## src/rtl/mem_stage.sv

```systemverilog
// Memory access stage: load/store issue to the data port, lane steering,
// sign/zero extension and misalignment detection with a 2-state handshake FSM.
module mem_stage (
  input  logic        clk,
  input  logic        rst_n,
  input  logic        halt,
  input  logic        ex_valid,
  input  logic [31:0] ex_alu_result,
  input  logic [31:0] ex_store_data,
  input  logic [3:0]  ex_mem_op,
  input  logic [4:0]  ex_rd,
  input  logic        ex_reg_write,
  output logic        dmem_req,
  output logic        dmem_we,
  output logic [31:0] dmem_addr,
  output logic [31:0] dmem_wdata,
  output logic [3:0]  dmem_wstrb,
  input  logic        dmem_ack,
  input  logic [31:0] dmem_rdata,
  output logic        mem_stall,
  output logic        wb_valid,
  output logic [4:0]  wb_rd,
  output logic [31:0] wb_data,
  output logic        wb_reg_write,
  output logic        misalign_exc
);

  localparam logic [0:0] S_IDLE = 1'b0;
  localparam logic [0:0] S_REQ  = 1'b1;

  localparam logic [3:0] OP_NONE = 4'b0000;
  localparam logic [3:0] OP_LB   = 4'b0001;
  localparam logic [3:0] OP_LH   = 4'b0010;
  localparam logic [3:0] OP_LW   = 4'b0011;
  localparam logic [3:0] OP_LBU  = 4'b0100;
  localparam logic [3:0] OP_LHU  = 4'b0101;
  localparam logic [3:0] OP_SB   = 4'b1001;
  localparam logic [3:0] OP_SH   = 4'b1010;
  localparam logic [3:0] OP_SW   = 4'b1011;

  logic [0:0]  state_q, state_d;
  logic [1:0]  off_q, off_d;
  logic [3:0]  op_q, op_d;
  logic [4:0]  rd_q, rd_d;
  logic        rw_q, rw_d;
  logic        req_q, req_d;
  logic        we_q, we_d;
  logic [31:0] addr_q, addr_d;
  logic [31:0] wdata_q, wdata_d;
  logic [3:0]  wstrb_q, wstrb_d;
  logic        wbv_q, wbv_d;
  logic [4:0]  wbrd_q, wbrd_d;
  logic [31:0] wbdata_q, wbdata_d;
  logic        wbrw_q, wbrw_d;
  logic        mis_q, mis_d;

  logic        in_load;
  logic        in_store;
  logic        in_mis;
  logic        q_store;
  logic [31:0] lane;
  logic [31:0] load_val;

  always_comb begin
    in_load  = 1'b0;
    in_store = 1'b0;
    unique case (ex_mem_op)
      OP_LB, OP_LH, OP_LW, OP_LBU, OP_LHU: in_load = 1'b1;
      OP_SB, OP_SH, OP_SW: in_store = 1'b1;
      default: ;
    endcase
  end

  always_comb begin
    in_mis = 1'b0;
    unique case (ex_mem_op)
      OP_LH, OP_LHU, OP_SH: in_mis = ex_alu_result[0];
      OP_LW, OP_SW: in_mis = |ex_alu_result[1:0];
      default: ;
    endcase
  end

  assign q_store = op_q[3];
  assign lane = dmem_rdata >> {off_q, 3'b000};

  always_comb begin
    load_val = lane;
    unique case (op_q)
      OP_LB:  load_val = {{24{lane[7]}}, lane[7:0]};
      OP_LH:  load_val = {{16{lane[15]}}, lane[15:0]};
      OP_LBU: load_val = {24'd0, lane[7:0]};
      OP_LHU: load_val = {16'd0, lane[15:0]};
      default: ;
    endcase
  end

  always_comb begin
    state_d  = state_q;
    off_d    = off_q;
    op_d     = op_q;
    rd_d     = rd_q;
    rw_d     = rw_q;
    req_d    = req_q;
    we_d     = we_q;
    addr_d   = addr_q;
    wdata_d  = wdata_q;
    wstrb_d  = wstrb_q;
    wbv_d    = wbv_q;
    wbrd_d   = wbrd_q;
    wbdata_d = wbdata_q;
    wbrw_d   = wbrw_q;
    mis_d    = mis_q;
    // halt leaves every register untouched, pulses included
    if (!halt) begin
      wbv_d = 1'b0;
      mis_d = 1'b0;
      unique case (state_q)
        S_IDLE: begin
          req_d = 1'b0;
          if (ex_valid) begin
            off_d = ex_alu_result[1:0];
            op_d  = ex_mem_op;
            rd_d  = ex_rd;
            rw_d  = ex_reg_write;
            if ((in_load || in_store) && in_mis) begin
              mis_d = 1'b1;
            end else if (in_load || in_store) begin
              state_d = S_REQ;
              req_d   = 1'b1;
              we_d    = in_store;
              addr_d  = {ex_alu_result[31:2], 2'b00};
              wdata_d = ex_store_data;
              wstrb_d = 4'b0000;
              unique case (ex_mem_op)
                OP_SW: wstrb_d = 4'b1111;
                OP_SH: begin
                  wstrb_d = 4'b0011 << {ex_alu_result[1], 1'b0};
                  wdata_d = {2{ex_store_data[15:0]}};
                end
                OP_SB: begin
                  wstrb_d = 4'b0001 << ex_alu_result[1:0];
                  wdata_d = {4{ex_store_data[7:0]}};
                end
                default: ;
              endcase
            end else begin
              wbv_d    = 1'b1;
              wbrd_d   = ex_rd;
              wbdata_d = ex_alu_result;
              wbrw_d   = (ex_mem_op == OP_NONE) && ex_reg_write;
            end
          end
        end
        S_REQ: begin
          if (dmem_ack) begin
            state_d  = S_IDLE;
            req_d    = 1'b0;
            wbv_d    = 1'b1;
            wbrd_d   = rd_q;
            wbdata_d = q_store ? 32'd0 : load_val;
            wbrw_d   = q_store ? 1'b0 : rw_q;
          end
        end
        default: state_d = S_IDLE;
      endcase
    end
  end

  always_ff @(posedge clk or negedge rst_n) begin
    if (!rst_n) begin
      state_q  <= S_IDLE;
      off_q    <= 2'd0;
      op_q     <= 4'd0;
      rd_q     <= 5'd0;
      rw_q     <= 1'b0;
      req_q    <= 1'b0;
      we_q     <= 1'b0;
      addr_q   <= 32'd0;
      wdata_q  <= 32'd0;
      wstrb_q  <= 4'd0;
      wbv_q    <= 1'b0;
      wbrd_q   <= 5'd0;
      wbdata_q <= 32'd0;
      wbrw_q   <= 1'b0;
      mis_q    <= 1'b0;
    end else begin
      state_q  <= state_d;
      off_q    <= off_d;
      op_q     <= op_d;
      rd_q     <= rd_d;
      rw_q     <= rw_d;
      req_q    <= req_d;
      we_q     <= we_d;
      addr_q   <= addr_d;
      wdata_q  <= wdata_d;
      wstrb_q  <= wstrb_d;
      wbv_q    <= wbv_d;
      wbrd_q   <= wbrd_d;
      wbdata_q <= wbdata_d;
      wbrw_q   <= wbrw_d;
      mis_q    <= mis_d;
    end
  end

  assign mem_stall    = (state_q == S_REQ);
  assign dmem_req     = req_q;
  assign dmem_we      = we_q;
  assign dmem_addr    = addr_q;
  assign dmem_wdata   = wdata_q;
  assign dmem_wstrb   = wstrb_q;
  assign wb_valid     = wbv_q;
  assign wb_rd        = wbrd_q;
  assign wb_data      = wbdata_q;
  assign wb_reg_write = wbrw_q;
  assign misalign_exc = mis_q;

endmodule

```

## config.mk

```make
export PLATFORM = sky130hd
export DESIGN_NAME = mem_stage
export DESIGN_NICKNAME = d
export VERILOG_FILES = /design/src/rtl/mem_stage.sv
export SDC_FILE = /design/constraint.sdc
export NUM_CORES = 1
export LEC_CHECK = 0
export ABC_CLOCK_PERIOD_IN_PS = 2720
export CORE_ASPECT_RATIO = 1.25
export CORE_MARGIN = 1
export CORE_UTILIZATION = 45
export CTS_CLUSTER_SIZE = 12
export DETAILED_ROUTE_END_ITERATION = 8
export PLACE_DENSITY = 0.81
export SLEW_MARGIN = 20
export SYNTH_ARGS = -nofsm -noshare
export SYNTH_HDL_FRONTEND = slang
export SYNTH_SLANG_ARGS = --single-unit
```

## constraint.sdc

```tcl
create_clock -name clk -period 2.72 [get_ports clk]
set_input_delay 0.544 -clock clk [delete_from_list [all_inputs] [get_ports clk]]
set_output_delay 0.544 -clock clk [all_outputs]
set_load 0.03 [all_outputs]
```

==> results of run 1 <==
worst max-delay path: cells and delay by family:
| family | cells | cell delay, ns |
|---|---|---|
| AND/OR/NAND/NOR | 1 | 0.41 |
| AO/OA/AOI/OAI | 3 | 1.06 |
| buffers and inverters | 2 | 0.83 |
layout make-up:
cell class                 instances  area, um^2
clock buffer                      20       456.7
clock inverter                    12       172.7
fill                             914        3696
inverter                          11       41.29
multi-input combinational        360        2795
sequential                       121        3028
tap                              168       210.2
timing repair buffer             245        2435
Yosys cell counts (2+ instances only):
cell | count | area, um^2
sky130_fd_sc_hd__a211o_1 | 7 | 61.31
sky130_fd_sc_hd__a21o_1 | 11 | 82.58
sky130_fd_sc_hd__a21oi_1 | 30 | 150.1
sky130_fd_sc_hd__a221o_1 | 8 | 80.08
sky130_fd_sc_hd__a221oi_1 | 2 | 17.52
sky130_fd_sc_hd__a22o_1 | 9 | 78.83
sky130_fd_sc_hd__a32oi_1 | 8 | 70.07
sky130_fd_sc_hd__and3_1 | 8 | 50.05
sky130_fd_sc_hd__buf_1 | 3 | 11.26
sky130_fd_sc_hd__buf_2 | 15 | 75.07
sky130_fd_sc_hd__buf_4 | 3 | 22.52
sky130_fd_sc_hd__buf_6 | 2 | 22.52
sky130_fd_sc_hd__clkbuf_1 | 18 | 67.56
sky130_fd_sc_hd__dfrtp_1 | 121 | 3028
sky130_fd_sc_hd__inv_1 | 11 | 41.29
sky130_fd_sc_hd__mux2_2 | 85 | 957.2
sky130_fd_sc_hd__mux2i_1 | 30 | 300.3
sky130_fd_sc_hd__nand2_1 | 37 | 138.9
sky130_fd_sc_hd__nand2b_1 | 3 | 18.77
sky130_fd_sc_hd__nand3_1 | 9 | 45.04
sky130_fd_sc_hd__nor2_1 | 35 | 131.4
sky130_fd_sc_hd__nor2b_1 | 13 | 81.33
sky130_fd_sc_hd__nor3_1 | 2 | 10.01
sky130_fd_sc_hd__nor4bb_1 | 3 | 30.03
sky130_fd_sc_hd__o211ai_1 | 9 | 67.56
sky130_fd_sc_hd__o21ai_0 | 16 | 80.08
sky130_fd_sc_hd__o21bai_1 | 4 | 30.03
sky130_fd_sc_hd__o22ai_1 | 9 | 56.30
sky130_fd_sc_hd__o2bb2ai_1 | 6 | 52.55
kinds of logic after synthesis:
group,synth area share
simple gates,0.09386
compound gates,0.1457
flops,0.5036
other cells,0.0006238
mux,0.2148
xor+xnor,0.001457
buf+inv,0.03996
registers in the layout (all words and copies together), names as in the netlist:
register      count
dmem_wdata       32
rd_q              5
wb_valid          1
wb_rd             5
mem_stall         1
dmem_wstrb        4
dmem_req          1
dmem_we           1
misalign_exc      1
op_q              4
wb_data          32
off_q             2
wb_reg_write      1
dmem_addr        30
rw_q              1
worst paths after layout:
kind,startpoint,to,slack [ns],cells past startpoint
hold reg to reg,wb_data[6]$_DFFE_PN0P_,wb_data[6]$_DFFE_PN0P_,0.49,2
hold / removal,rst_n,wb_data[1]$_DFFE_PN0P_,0.12,1
min in group clk,wb_data[6]$_DFFE_PN0P_,wb_data[6]$_DFFE_PN0P_,0.49,2
setup / recovery,ex_mem_op[2],wb_data[17]$_DFFE_PN0P_,0.17,6
max in group asynchronous,rst_n,dmem_addr[7]$_DFFE_PN0P_,1.77,2
setup reg to reg,mem_stall$_DFFE_PN0N_,wb_data[17]$_DFFE_PN0P_,0.44,5
power breakdown:
part / leakage (uW) / switching, uW / internal [uW]
clock: 0.000306 / 830 / 1580
sequential: 0.00147 / 380 / 2410
combinational: 0.00213 / 2140 / 1740
stage by stage:
step / utilization / setup TNS (ns) / total power (uW) / cells / cell area (um^2)
after floorplan: - / 0 / 4932 / 533 / 6016
after global placement: 0.6630 / -2.512 / 6603 / 905 / 8509
after CTS: 0.7120 / 0 / 9128 / 937 / 9139
after global routing: 0.7120 / 0 / 9477 / 937 / 9139
after detailed placement: 0.6630 / -5.442 / 6689 / 905 / 8509
final: 0.7120 / 0 / 9077 / 937 / 9139
metal layers:
layer  wire, um  vias to the layer above  track usage
met5          0                        -            0
met4        409                        0      0.09937
met3       1729                       33      0.08929
met2       9139                      282       0.4708
met1       6989                     2617       0.3214
li1           -                     2401            -
==> results by stage, run 1 <==
Global routing:
- The via count of the first global-routing pass is 5660.
- The largest net degree at the start of global routing is 53.
- The global route total overflow is 0.
- In the global route stage, overall resource usage came out at 0.2756.
- The initial antenna violation count is 0.
- The wire length of the first global-routing pass is 29660 um.

Routing:
- The number of design-rule violations left by the first detailed-router iteration is roughly 290.
- In the routed layout, each cell is associated on average with a via count of 5.692.
- The total length of routed wires is 18270 um.
- The number of vias after detailed routing is 5333.
- After detailed routing, the number of remaining DRC violations is 0.
- The wire length per cell after detailed routing is 19.50 um.
- The post-detailed-route count of antenna-violating nets is 0.
- The number of iterations in the first detailed-routing pass is 5.

Synthesis:
- Yosys mapped a number of flops with a built-in enable equal to 0.
- The post-synthesis register bit count is about 120.
- The count of different cell masters after synthesis is 44.
- Counting flops with an async set or reset pin after synthesis yields a share of 1.000.
- The mapped cell area is 0.006012 mm^2.
- A synthesized cell averages 11.30 um^2.
- The count of synthesis-stage warnings from yosys is 0.
- In the synthesized netlist the dominant register cell turns out to be sky130_fd_sc_hd__dfrtp_1.
- For this run, the register share of the synthesized area comes to 0.5036.
- After technology mapping, the gate count stands at 532.

Cells and area:
- The number of antenna cells inserted is 0.
- In the final layout, the share of cells above drive strength 1 is 0.1964.
- The signed area change from the synthesized netlist to the final layout is 52.01%.
- The net count of the finished layout is a little under 900.
- Leaving out fill and tap cells, the most frequent cell in the layout is sky130_fd_sc_hd__clkdlybuf4s50_1.
- In the layout the commonest cells are 218 x sky130_fd_sc_hd__clkdlybuf4s50_1, 121 x sky130_fd_sc_hd__dfrtp_1, 85 x sky130_fd_sc_hd__mux2_2.

Placed design:
- The HPWL after detailed placement is ~14000 um.
- The pre-CTS setup slack is -0.2181 ns.
- The number of port buffers is 219.
- The congestion estimate from routability-driven global placement came to ~0.9.

Critical path:
- For this design, the slowest cell found on the critical path is sky130_fd_sc_hd__clkdlybuf4s50_1.
- Data on the critical path is required at its endpoint by 3.03 ns.
- The worst setup path is launched from an input pin.
- The highest fanout seen on the critical path is 17.
- The endpoint type of the worst setup path is a register.
- The critical path in this run is classified as input pin to register.
- The critical path goes through clkdlybuf4s50_1, buf_4, o21bai_1, a32o_1, nand3_1, o22ai_1.
- In this design, the stage delay of the slowest critical-path cell is between 0.6 and 0.7 ns.
- STA puts the critical path data arrival time at 2.86 ns.

STA:
- Measured against its own limit, the worst slew margin works out to 0.2929.
- Hold timing on the final database bottoms out at a slack of 0.1233 ns.
- The number of slew-limit violations in the final report is 0.
- The worst path setup slack after routing is about 0.17 ns.
- The count of final hold-check violations was 0.
- Based on the critical path, the design can be clocked at up to 392.4 MHz.
- On the final layout, the worst clock skew is 0.004772 ns.
- The number of failing setup endpoints in the final timing report is 0.
- The final critical path time including I/O delays and setup is around 2.5 ns.
- The transition time of the tightest slew-check pin is 1.057 ns.
- Dividing the final minimum period by the clock period gives 0.9369.
- Setup repair after global routing left no endpoint under its margin.

CTS:
- Buffers inserted to repair hold after CTS numbered 0.
- The cell sitting at the root of the clock tree is a sky130_fd_sc_hd__clkbuf_16.
- The count of buffers added by post-CTS timing repair for setup is 0.
- TritonCTS built the clock tree.
- The post-cts resize count is 0.
- Counting the buffers created by CTS gives 17.
- The latest clock arrival within the worst-skew pair is 0.41 ns.
- The clock passes through at most 2 buffers.
- The CTS sink count is roughly 120.
- The clock-pin slew reported for the worst setup and hold paths after clock tree synthesis is 0.06 ns.
- The number of H-tree branching levels is 4.

Floorplanning:
- The die covers 0.01383 mm^2.
- The die is 131.2 um tall.
- The count of standard-cell rows is 46.
- From left edge to right edge, the die measures 105.4 um.
- For this configuration, the core starts out at a cell density of 0.4684.
- The placeable core region is 0.01283 mm^2.
- 222 I/O pins were placed.

Run:
- The number of max-cap violations is 0.

Power and ir drop:
- In this run the power density over the cells is 993.3 mW/mm^2.
- The total leakage power is 0.003900 uW.
- Across the VDD grid, the largest voltage drop is 0.0005326 V.

Run status:
- The flow ran to the end, and the final reports show no timing, DRC or antenna violations.

Worst hold path:
- The tightest min-delay check is of the input pin to async pin type.
Note: power is estimated with default switching activity, not from simulation.
==> run 2: changes to the inputs <==
Settings changed: CTS_CLUSTER_DIAMETER set to 30, SETUP_SLACK_MARGIN set to 0.15.
==> run 2 against run 1 <==
Net effect: global-route usage is the same; count of clock-buffer cells in the layout unchanged; first-iteration DRC count shrank 4.5%; non-clock buffer count unchanged; wire length up 0.39%; setup slack better by 0.073 ns; sequential share of layout area about the same; via count down 0.38%; cell count did not move; power about the same; cell area barely moved; critical path type unchanged; core utilization hardly changed.
==> results by stage, run 2 (synthesis results as in run 1) <==
Routing:
- The wire length per cell after detailed routing is 19.57 um.
- The count of nets left with antenna violations once routing finished came out at 0.
- For this run, the detailed router's first-pass iteration total came to 5.
- The number of design rule violations left after detail routing is 0.
- The number of vias after detailed routing is 5313.
- The number of design-rule violations left by the first detailed-router iteration is 275.
- The average vias per placed instance is 5.670.
- The total length of routed wires is approximately 18000 um.

CTS:
- The post-cts resize count is 0.
- The root buffer cell chosen for the clock tree is sky130_fd_sc_hd__clkbuf_16.
- In this run the deepest clock path goes through 2 buffers.
- Once the clock tree was built, the setup fixing pass inserted 0 buffers.
- Clock-pin slew was measured on the worst setup and hold paths at 0.05 ns.
- The number of clock buffers added by TritonCTS is 17.
- TritonCTS built the clock tree.
- After clock tree synthesis, the flow added hold-fix buffers numbering 0.
- The CTS sink count is 121.
- The latest clock arrival within the worst-skew pair is 0.42 ns.
- In this run the number of H-tree levels came out at 4.

Placed design:
- The total instance count after detailed placement is 905.
- Input and output buffers added on the ports amount to 219.
- The final weighted congestion of routability-driven global placement is roughly 0.88.
- Once placement finished, the instance area stood at 0.008509 mm^2.
- The total half-perimeter wirelength after legalization and detailed placement is 13510 um.

Global routing:
- Entering global routing, the biggest net connects 53 pins.
- The via count of the first global-routing pass is around 5700.
- The overall track demand over capacity in global routing is 0.2756.
- The global route total overflow is 0.
- The first global-routing pass estimated 29660 um of wire.
- The initial antenna violation count is 0.

Cells and area:
- The share of the core filled with cells is 0.7121.
- Across the whole layout, storage elements account for slightly above 0.003 mm^2.
- Leaving out fill and tap cells, the most frequent cell in the layout is sky130_fd_sc_hd__clkdlybuf4s50_1.
- In the layout the commonest cells are 218 x sky130_fd_sc_hd__clkdlybuf4s50_1, 121 x sky130_fd_sc_hd__dfrtp_1, 85 x sky130_fd_sc_hd__mux2_2.
- Fill cells in the final layout number approximately 900.
- The number of antenna cells inserted is 0.
- The signed area change from the synthesized netlist to the final layout is 52.03%.
- The combined area of the multi-input logic cells is 0.002796 mm^2.
- In the final layout, the share of cells above drive strength 1 is 0.1977.
- The post-route cell area is ~0.009 mm^2.
- For this run, the number of standard cells in the final layout without fillers is 937.
- After the last flow step, the layout net total stands at 867.

Worst hold path:
- The class of the worst hold path is input pin to async pin.

Floorplanning:
- The placeable core region is around 0.013 mm^2.
- The number of I/O pins is between 200 and 250.
- The effective utilization at floorplan is 0.4684.
- The floorplan step defined a die boundary enclosing around 0.014 mm^2.
- Row generation in the floorplan step produced 46 rows.
- The die is between 100 and 150 um wide.
- The floorplan die height is 131.2 um.

Critical path:
- Of all nets on the critical path, the largest fanout is 14.
- For this run, the slowest stage of the critical path takes 0.81 ns.
- The cell with the largest stage delay on the worst path is sky130_fd_sc_hd__nor2_1.
- The launching element type of the critical path is an input pin.
- The data arrival time of the critical path is 2.77 ns.
- The most numerous cell type found on the critical path is sky130_fd_sc_hd__mux2_2.
- The worst setup path is captured at a register.
- The worst setup path is of the input pin to register kind.
- Data on the critical path is required at its endpoint by 3.01 ns.
- The signal on the critical path passes through clkdlybuf4s50_1, nor4bb_1, nor2_1, mux2_2, mux2_2.

STA:
- For the finished layout, the period the worst path requires is 2.476 ns.
- At the pin with the least slew margin, the transition time is 1.056 ns.
- The portion of the clock cycle consumed by the worst path in the final layout is 0.9101.
- The worst pin sits at a relative slew slack of 0.2935.
- The count of final hold-check violations is 0.
- Setup repair after global routing left no endpoint under its margin.
- The top achievable clock speed is ~400 MHz.
- The number of failing setup endpoints in the final timing report is 0.
- The final setup skew is 0.007055 ns.
- The number of slew-limit violations in the final report is 0.

Power and ir drop:
- IR analysis of the VDD net gives a maximum drop of between 0.0005 and 0.0006 V.
- The total leakage power is 0.003905 uW.
- The power density over cell area is a little under 1000 mW/mm^2.
- Overall power consumption after layout is estimated at 9085 uW.

Run:
- The number of max-cap violations is 0.

Run status:
- The flow ran to the end, and the final reports show no timing, DRC or antenna violations.
==> run 2: cell counts in the layout (fill, tap and decap cells not counted) <==
No cell type changed its count.
==> run 2: worst paths after layout <==
path,from,depth (start not counted),slack (ns),endpoint
worst max-delay path,ex_mem_op[2],5,0.24,dmem_wdata[19]$_DFFE_PN0P_
worst min register to register,wb_data[6]$_DFFE_PN0P_,2,0.49,wb_data[6]$_DFFE_PN0P_
min in group clk,wb_data[6]$_DFFE_PN0P_,2,0.49,wb_data[6]$_DFFE_PN0P_
max in group asynchronous,rst_n,2,1.77,dmem_addr[7]$_DFFE_PN0P_
worst min-delay path,rst_n,1,0.12,wb_data[1]$_DFFE_PN0P_
worst max register to register,off_q[0]$_DFFE_PN0P_,4,0.62,wb_data[31]$_DFFE_PN0P_
==> run 2: area by class of cell <==
type / instances / share of cell area
Inverter: 11 / 0.004517
Sequential cell: 121 / 0.3313
Timing Repair Buffer: 245 / 0.2664
Tap cell: 168 / 0.02300
Clock buffer: 20 / 0.04997
Multi-Input combinational cell: 360 / 0.3060
Clock inverter: 12 / 0.01889
==> run 2: metal layers <==
metal  wire, um  global-route usage  part of all wire  vias to the layer above
li1           -                   -                 -                     2396
met1       7107              0.3214              0.39                     2619
met2       9066              0.4708              0.49                      260
met3       1718             0.08929             0.094                       38
met4        446             0.09937             0.024                        0
met5          0                   0                 0                        -
==> run 2: metrics by stage <==
step           hold WS [ns]  worst slack, ns  setup TNS (ns)
3_5_place_dp         0.4786          -0.2181          -5.442
2_1_floorplan        0.2484           0.4978               0
4_1_cts              0.1380           0.1816               0
5_1_grt              0.1736           0.1532               0
3_3_place_gp         0.4642          -0.1441          -2.512
6_report             0.1243           0.2444               0
==> run 2: report_power, final <==
group          internal, uW  switching, uW
registers              2410            379
logic                  1740           2140
clock network          1580            835
total                  5730           3360
==> run 2: critical path, delay by kind of cell <==
kind | cells | cell delay [ns]
buffers and inverters | 1 | 0.61
multiplexers | 2 | 0.68
AND/OR/NAND/NOR | 2 | 0.93
